$ cat src/rtl/alu_arbiter_if.sv
// -----------------------------------------------------------------------------
// alu_arbiter_if
//
// Bundles every signal between the alu_arbiter, its two client FSMs and the
// shared combinational ALU.
//
// Handshake (both requesters): a client raises reqN with aN/bN/cmdN valid and
// keeps req high until it sees doneN. doneN is a one-cycle pulse. The client
// drops req on the clock edge that ends the done cycle. req is only sampled
// while the arbiter is idle. Operands only need to be stable on the edge that
// samples the request. result/err are qualified by done0/done1.
//
// Signals:
//   req0/a0/b0/cmd0   requester 0 request, operands and command
//   req1/a1/b1/cmd1   requester 1 request, operands and command
//   alu_a/alu_b/alu_cmd  registered operands/command driven to the ALU
//   alu_result        combinational ALU result
//   result            captured result, held until the next capture
//   done0/done1       completion pulses, one per requester
//   err               error qualifier, valid with done0/done1
//   busy              operation in flight
//
// Modports:
//   slave  - arbiter side
//   master - client/ALU side (drives requests and alu_result)
// -----------------------------------------------------------------------------
interface alu_arbiter_if;
  logic       req0;
  logic [3:0] a0;
  logic [3:0] b0;
  logic [1:0] cmd0;
  logic       req1;
  logic [3:0] a1;
  logic [3:0] b1;
  logic [1:0] cmd1;
  logic [3:0] alu_a;
  logic [3:0] alu_b;
  logic [1:0] alu_cmd;
  logic [7:0] alu_result;
  logic [7:0] result;
  logic       done0;
  logic       done1;
  logic       err;
  logic       busy;

  modport slave (
    input  req0, a0, b0, cmd0,
    input  req1, a1, b1, cmd1,
    input  alu_result,
    output alu_a, alu_b, alu_cmd,
    output result, done0, done1, err, busy
  );

  modport master (
    output req0, a0, b0, cmd0,
    output req1, a1, b1, cmd1,
    output alu_result,
    input  alu_a, alu_b, alu_cmd,
    input  result, done0, done1, err, busy
  );
endinterface

$ cat src/rtl/alu_arbiter.sv
// -----------------------------------------------------------------------------
// alu_arbiter
//
// Shares one combinational 4-bit ALU between two requesters. A round-robin
// grant is made in IDLE, the grantee's operands/command are registered onto
// the ALU inputs, the ALU is given SETTLE cycles in EXEC, then its result is
// captured and the grantee gets a one-cycle done pulse in DONE.
//
// Parameters:
//   SETTLE  cycles spent in EXEC before capturing alu_result (1..15)
//
// Ports:
//   clk        rising-edge clock
//   rst_n      asynchronous active-low reset
//   bus        alu_arbiter_if.slave (requests, ALU drive, results)
//   dbg_state  current FSM state (0 IDLE, 1 EXEC, 2 DONE)
//
// Optional feature (macro DIV0_GUARD_EN):
//   When defined, a granted divide (cmd 11) with b == 0 skips EXEC and
//   completes on the grant edge with result 8'hFF and err = 1. When not
//   defined, divide-by-zero goes to the ALU like any other command and err is
//   tied low.
// -----------------------------------------------------------------------------
module alu_arbiter #(
  parameter int unsigned SETTLE = 1
) (
  input  logic          clk,
  input  logic          rst_n,
  alu_arbiter_if.slave  bus,
  output logic [1:0]    dbg_state
);

  if (SETTLE < 1 || SETTLE > 15) begin : g_bad_settle
    $error("alu_arbiter: SETTLE must be in 1..15");
  end

  localparam logic [3:0] SETTLE_M1 = 4'(SETTLE - 1);

  typedef enum logic [1:0] {
    S_IDLE = 2'd0,
    S_EXEC = 2'd1,
    S_DONE = 2'd2
  } state_t;

  state_t     state_q, state_n;
  logic [3:0] cnt_q, cnt_n;
  logic       gnt_q, gnt_n;       // requester owning the in-flight operation
  logic       last_q, last_n;     // requester granted most recently
  logic [3:0] alu_a_q, alu_a_n;
  logic [3:0] alu_b_q, alu_b_n;
  logic [1:0] alu_cmd_q, alu_cmd_n;
  logic [7:0] result_q, result_n;
  logic       done0_q, done0_n;
  logic       done1_q, done1_n;
`ifdef DIV0_GUARD_EN
  logic       err_q, err_n;
  logic       pick_div0;
`endif

  // Grant selection: a lone request wins outright; on a tie the requester
  // that was not granted last wins.
  logic       any_req;
  logic       pick;
  logic [3:0] pick_a;
  logic [3:0] pick_b;
  logic [1:0] pick_cmd;

  assign any_req  = bus.req0 | bus.req1;
  assign pick     = (bus.req0 & bus.req1) ? ~last_q : bus.req1;
  assign pick_a   = pick ? bus.a1   : bus.a0;
  assign pick_b   = pick ? bus.b1   : bus.b0;
  assign pick_cmd = pick ? bus.cmd1 : bus.cmd0;

`ifdef DIV0_GUARD_EN
  assign pick_div0 = (pick_cmd == 2'b11) && (pick_b == 4'd0);
`endif

  // Next-state and datapath updates.
  always_comb begin
    state_n   = state_q;
    cnt_n     = cnt_q;
    gnt_n     = gnt_q;
    last_n    = last_q;
    alu_a_n   = alu_a_q;
    alu_b_n   = alu_b_q;
    alu_cmd_n = alu_cmd_q;
    result_n  = result_q;
    done0_n   = 1'b0;
    done1_n   = 1'b0;
`ifdef DIV0_GUARD_EN
    err_n     = 1'b0;
`endif

    case (state_q)
      S_IDLE: begin
        if (any_req) begin
          alu_a_n   = pick_a;
          alu_b_n   = pick_b;
          alu_cmd_n = pick_cmd;
          gnt_n     = pick;
          cnt_n     = SETTLE_M1;
`ifdef DIV0_GUARD_EN
          if (pick_div0) begin
            // Complete immediately; the ALU is never consulted.
            state_n  = S_DONE;
            result_n = 8'hFF;
            err_n    = 1'b1;
            done0_n  = ~pick;
            done1_n  = pick;
          end else begin
            state_n  = S_EXEC;
          end
`else
          state_n = S_EXEC;
`endif
        end
      end

      S_EXEC: begin
        // The counter is loaded with SETTLE-1 on grant, so EXEC spans
        // exactly SETTLE cycles before the capture edge.
        if (cnt_q == 4'd0) begin
          result_n = bus.alu_result;
          state_n  = S_DONE;
          done0_n  = ~gnt_q;
          done1_n  = gnt_q;
        end else begin
          cnt_n = cnt_q - 4'd1;
        end
      end

      S_DONE: begin
        last_n  = gnt_q;
        state_n = S_IDLE;
      end

      default: begin
        state_n = S_IDLE;
      end
    endcase
  end

  always_ff @(posedge clk or negedge rst_n) begin
    if (!rst_n) begin
      state_q   <= S_IDLE;
      cnt_q     <= 4'd0;
      gnt_q     <= 1'b0;
      last_q    <= 1'b1;   // requester 0 wins the first tie
      alu_a_q   <= 4'd0;
      alu_b_q   <= 4'd0;
      alu_cmd_q <= 2'd0;
      result_q  <= 8'd0;
      done0_q   <= 1'b0;
      done1_q   <= 1'b0;
`ifdef DIV0_GUARD_EN
      err_q     <= 1'b0;
`endif
    end else begin
      state_q   <= state_n;
      cnt_q     <= cnt_n;
      gnt_q     <= gnt_n;
      last_q    <= last_n;
      alu_a_q   <= alu_a_n;
      alu_b_q   <= alu_b_n;
      alu_cmd_q <= alu_cmd_n;
      result_q  <= result_n;
      done0_q   <= done0_n;
      done1_q   <= done1_n;
`ifdef DIV0_GUARD_EN
      err_q     <= err_n;
`endif
    end
  end

  assign bus.alu_a   = alu_a_q;
  assign bus.alu_b   = alu_b_q;
  assign bus.alu_cmd = alu_cmd_q;
  assign bus.result  = result_q;
  assign bus.done0   = done0_q;
  assign bus.done1   = done1_q;
  assign bus.busy    = (state_q != S_IDLE);
`ifdef DIV0_GUARD_EN
  assign bus.err     = err_q;
`else
  assign bus.err     = 1'b0;
`endif

  assign dbg_state = state_q;

endmodule

$ cat src/flat_wrapper.sv
// flat-port wrapper written by rule: the top's interface ports become plain ports
module alu_arbiter_flat 
#(
  parameter int unsigned SETTLE = 1
)
  (clk, rst_n, dbg_state, bus_req0, bus_a0, bus_b0, bus_cmd0, bus_req1, bus_a1, bus_b1, bus_cmd1, bus_alu_result, bus_alu_a, bus_alu_b, bus_alu_cmd, bus_result, bus_done0, bus_done1, bus_err, bus_busy);
  alu_arbiter_if bus_i ();
  input  logic clk;
  input  logic rst_n;
  output logic [1:0] dbg_state;
  input wire logic [$bits(bus_i.req0)-1:0] bus_req0;
  input wire logic [$bits(bus_i.a0)-1:0] bus_a0;
  input wire logic [$bits(bus_i.b0)-1:0] bus_b0;
  input wire logic [$bits(bus_i.cmd0)-1:0] bus_cmd0;
  input wire logic [$bits(bus_i.req1)-1:0] bus_req1;
  input wire logic [$bits(bus_i.a1)-1:0] bus_a1;
  input wire logic [$bits(bus_i.b1)-1:0] bus_b1;
  input wire logic [$bits(bus_i.cmd1)-1:0] bus_cmd1;
  input wire logic [$bits(bus_i.alu_result)-1:0] bus_alu_result;
  output wire logic [$bits(bus_i.alu_a)-1:0] bus_alu_a;
  output wire logic [$bits(bus_i.alu_b)-1:0] bus_alu_b;
  output wire logic [$bits(bus_i.alu_cmd)-1:0] bus_alu_cmd;
  output wire logic [$bits(bus_i.result)-1:0] bus_result;
  output wire logic [$bits(bus_i.done0)-1:0] bus_done0;
  output wire logic [$bits(bus_i.done1)-1:0] bus_done1;
  output wire logic [$bits(bus_i.err)-1:0] bus_err;
  output wire logic [$bits(bus_i.busy)-1:0] bus_busy;
  assign bus_i.req0 = bus_req0;
  assign bus_i.a0 = bus_a0;
  assign bus_i.b0 = bus_b0;
  assign bus_i.cmd0 = bus_cmd0;
  assign bus_i.req1 = bus_req1;
  assign bus_i.a1 = bus_a1;
  assign bus_i.b1 = bus_b1;
  assign bus_i.cmd1 = bus_cmd1;
  assign bus_i.alu_result = bus_alu_result;
  assign bus_alu_a = bus_i.alu_a;
  assign bus_alu_b = bus_i.alu_b;
  assign bus_alu_cmd = bus_i.alu_cmd;
  assign bus_result = bus_i.result;
  assign bus_done0 = bus_i.done0;
  assign bus_done1 = bus_i.done1;
  assign bus_err = bus_i.err;
  assign bus_busy = bus_i.busy;
  alu_arbiter #(.SETTLE(SETTLE)) u_core (.clk(clk), .rst_n(rst_n), .bus(bus_i), .dbg_state(dbg_state));
endmodule
$ cat config.mk
export PLATFORM = sky130hd
export DESIGN_NAME = alu_arbiter_flat
export DESIGN_NICKNAME = d
export VERILOG_FILES = /design/src/rtl/alu_arbiter_if.sv /design/src/rtl/alu_arbiter.sv /design/src/flat_wrapper.sv
export SDC_FILE = /design/constraint.sdc
export NUM_CORES = 1
export LEC_CHECK = 0
export CORE_ASPECT_RATIO = 2
export CORE_MARGIN = 2
export CORE_UTILIZATION = 42
export DETAILED_ROUTE_END_ITERATION = 12
export PLACE_DENSITY = 0.81
export SYNTH_ARGS = -nofsm -noshare
export SYNTH_HDL_FRONTEND = slang
export SYNTH_SLANG_ARGS = --single-unit
$ cat constraint.sdc
create_clock -name clk -period 2.35 [get_ports clk]
set_clock_uncertainty 0.15 [all_clocks]
set_input_delay 0.47 -clock clk [delete_from_list [all_inputs] [get_ports clk]]
set_output_delay 0.47 -clock clk [all_outputs]
set_load 0.02 [all_outputs]
## Word level (Yosys, flattened, before mapping)

Cells that the tools add are included.

| storage, ports and cells | value |
|---|---|
| input bits | 32 |
| register bits after elaboration | 28 |

| cells by class | value |
|---|---|
| reductions and logical operators | 8 |
| add/sub/neg operators | 1 |
| muxes and demuxes | 14 |
| bitwise logic cells | 4 |
| equality and inequality tests | 5 |

Operators by type and width:

| operator | number |
|---|---|
| $mux 4 | 4 |
| $pmux 4 s2 | 1 |
| $mux 2 | 3 |
| $reduce_and 2->1 | 3 |
| $mux 1 | 5 |
| $logic_not 4->1 | 1 |
| $ne 2x1->1 const B | 2 |
| $pmux 2 s2 | 1 |
| $reduce_bool 2->1 | 2 |
| $sub 4x1->4 const B | 1 |
| $reduce_and 3->1 | 1 |
| $eq 2x1->1 const B | 1 |
| $eq 2x2->1 const B | 1 |
| $logic_not 2->1 | 1 |
| $ne 2x2->1 const B | 1 |
| $not 1->1 | 2 |
| $and 1x1->1 | 1 |
| $or 1x1->1 | 1 |

## Logic depth before layout (Yosys ltp)

| logic depth | value |
|---|---|
| word-level depth | 3 |
| gate-level depth with buffers | 6 |
| mapped depth without buffers | 5 |

## Worst setup path before layout

OpenSTA, ideal clock, no wires.

| timing | value |
|---|---|
| path kind | register to register |
| start point | reg u_core.state_q[1] (netlist: u_core.dbg_state[1]) |
| end point | reg u_core.alu_a_q[1] (netlist: u_core.bus.alu_a[1]) |
| required time | 2075 ps |
| setup time | 125 ps |
| path buffers | 2 |
| arrival time | 1494 ps |
| stages on the path, launching flop included | 6 |
| slack | 581 ps |
| cells stage by stage | dfrtp_1 > or2_1 > buf_2 > nor2_4 > buf_6 > mux2_4 |

| on the way | value |
|---|---|
| longest elaborated chain between the ends | 2 |

Ends and longest elaborated chain:

| what | line | text |
|---|---|---|
| start: declaration | alu_arbiter.sv:45 | `state_t state_q, state_n;` |
| start signal: assignment | alu_arbiter.sv:159 | `state_q <= state_n;` |
| $logic_not 2->1 | alu_arbiter.sv:94 | `case (state_q)` |
| $reduce_and 2->1 (no line) | -- |  |
| end signal: assignment | alu_arbiter.sv:163 | `alu_a_q <= alu_a_n;` |
| end: declaration | alu_arbiter.sv:49 | `logic [3:0] alu_a_q, alu_a_n;` |

Every way passes these cells.
A chain may end at the register's enable or synchronous reset.

## Worst setup path in the final report

| timing | value |
|---|---|
| start point | reg u_core.state_q[0] (netlist: u_core.dbg_state[0]) |
| end point | out bus_busy |

| on the way | value |
|---|---|
| longest elaborated chain between the ends | 1 |

Ends and longest elaborated chain:

| what | line | text |
|---|---|---|
| $reduce_bool 2->1 | alu_arbiter.sv:181 | `assign bus.busy = (state_q != S_IDLE);` |
| end: declaration | flat_wrapper.sv:27 | `output wire logic [$bits(bus_i.busy)-1:0] bus_busy;` |

Every way passes these cells.

==> out/metrics.cfg <==
[placement]
post_dp_cell_area_mm2=0.00191
dpl.hpwl_mm=2.24
place_congestion=0.856
port_buffers=54

[finish]
design_area_mm2=0.00196
fillers=253
antenna_cells=0
nNetsFinal=186
area_delta_synth_final_pct=45.9
layout-drive-gt1-share_pct=25.7

[power_and_ir_drop]
p_leak_uw=0.000868
power_frac_seq_pct=34.2
intPower_uw=1550
ir_worst_vdd_mv=0.742
p_sw_uw=836
clkPwrFrac_pct=12.1
power_frac_comb_pct=53.8
powerDensity_mw_per_mm2=1220
switching_share_pct=35.0

[synth]
synthFlopType=dfrtp_1
yosysWarnings=0
syn_avg_cell_area_um2=14.0
ys_types=28
async_reset_ff_share_pct=100
seq_area_frac_synth_pct=52.2
netlist_area_mm2=0.00135
syn_inst=96
synth_seq_cells=28
synth_edf_count=0
syn_nets=129

[detailed_routing]
viasPerCell=5.15
drt_iter0_drc=14
routedWlPerCell_um=15.8
wirelength_mm=2.90
vias=942
drc_errors=0
dr.pass1.iters=4
ant_nets=0

[setup_path]
endpoint_kind=output port
crit_type=reg -> out
cp-start-kind=flop
cp.buffers_inverters=1
cp_data_arrival_time_ns=1.61
crit_family=buffers and inverters
crit_chain=or2_1, clkdlybuf4s50_1
worstPathMaxFanout=6
slowest_stage=clkdlybuf4s50_1
r2r-start=u_core.cnt_q[1]
worst_ep_required_time_ns=1.73
cp-startpoint=u_core.dbg_state[0]
cpPeakStageDelay_ns=0.65

[clock_tree]
cts_hold_buf=0
clock_latency_ns=0.26
clk_pin_slew_ns=0.09
cts_tree=yes
htree_levels=1
ctsResizeCount=0
cts_root_buffer=clkbuf_8
post_cts_buffers=0
clkSinkCount=28
clockBufferDepth=2
numCtsBuffers=3

[worst_hold_path]
hold_start=u_core.gnt_q
holdCritPathClass=reg -> reg

[global_route]
grt_pass1_vias=1074
grt_util_all_layers_pct=17.0
grt-ovfl-total=0
grt_pass1_wl_mm=4.87
antenna_found_initial=0
grt_max_degree=29

[floorplanning]
start_util_pct=43.1
ios=56
rows=29
core_mm2=0.00312
die_h_um=84.0
die-area_mm2=0.00370
fp.dieW_um=44.0

[timing]
period_needed_ns=2.23
fin_tns_setup_ns=0
setup_viol_count_final=0
hold_violations=0
max_freq_mhz=448
finalCritPeriodShare_pct=95.0
slew_viol_final=0
rsz0062_at_grt=false

[job]
drv_cap=0

[outcome]
status=finished clean

## state kept, by name, summed over array words and instances, names as in the netlist
register / cells
u_core.last_q: 1
u_core.bus.done0: 1
u_core.dbg_state: 2
u_core.gnt_q: 1
u_core.bus.alu_b: 4
u_core.bus.alu_a: 4
u_core.bus.alu_cmd: 2
u_core.bus.result: 8
u_core.bus.done1: 1
u_core.cnt_q: 4
## cells in the final DEF, fill, tap and decap left out, drive strengths merged, types with 2 or more instances in the layout
cell	synthesis	routed
clkdlybuf4s50	0	54
mux2	28	28
dfrtp	27	27
inv	5	5
clkbuf	0	4
nor2	4	4
nor2b	3	3
buf	5	3
nand2	2	2
nand2b	2	2
o22ai	2	2
o21ai	2	2
mux2i	2	2
nand3	2	2
## metrics by stage
step	hold WS (ns)	setup slack (ns)	power (uW)	cells	util, %
final	0.286	0.116	2390	183	62.9
after detailed placement	0.265	0.0763	2120	179	61.1
after global routing	0.310	0.00879	2510	183	62.9
after CTS	0.280	0.119	2410	183	62.9
after global placement	0.268	0.135	2080	179	61.1
after floorplan	0.0244	0.581	1570	96	-
## worst paths after layout
path                                   endpoint  slack, ns  cells past startpoint
setup / recovery                       bus_busy       0.12                      2
hold / removal                 u_core.bus.done0       0.29                      1
setup reg to reg           u_core.bus.result[4]       0.43                      5
hold reg to reg                u_core.bus.done0       0.29                      1
max in group asynchronous         u_core.last_q       1.32                      2
min in group asynchronous  u_core.bus.result[1]       0.43                      2
## synthesized netlist by cell type (2+ instances only)
master	instances	area, um2
nand2_1	2	7.51
nor2b_1	3	18.8
nor2_1	3	11.3
mux2_2	10	113
buf_2	2	10.0
nand3_1	2	10.0
o22ai_1	2	12.5
mux2i_1	2	20.0
mux2_4	18	270
inv_1	5	18.8
o21ai_0	2	10.0
buf_6	2	22.5
dfrtp_1	27	676
nand2b_1	2	12.5
## kinds of logic (layout without fill, tap and decap cells)
family	Yosys count	after routing	share of synthesized area, %
AO/OA/AOI/OAI	9	9	4.56
buffers and inverters	10	66	4.37
flip-flops	28	28	52.2
other	1	1	0.279
adder cells (fa/ha/maj)	1	1	0.930
multiplexers	30	30	30.0
AND/OR/NAND/NOR	17	17	7.72
## per-layer routing
metal | part of all wire [%] | vias to the layer above | global-route usage, %
met5 | 0 | - | 0
met4 | 0.55 | 0 | 4.68
met3 | 3.6 | 2 | 1.95
met2 | 56 | 29 | 30.3
met1 | 40 | 471 | 20.6
li1 | - | 440 | -
## power by group through the flow
stage	Clock, uW	Sequential, uW	Combinational, uW
global route	311	844	1360
detailed placement	0	823	1300
finish	288	817	1290
CTS	294	817	1300
floorplan	0	1040	531
global placement	0	810	1270
## area by class of cell
class                   count  area [um2]  share of cell area, %
repair buffers             57         563                   28.7
inverters                   5        18.8                  0.957
well taps                  31        38.8                   1.98
flip-flops and latches     28         702                   35.8
clock buffers               4        55.1                   2.81
multi-input cells          58         584                   29.8
No activity file was read; power rests on OpenSTA's default activity.
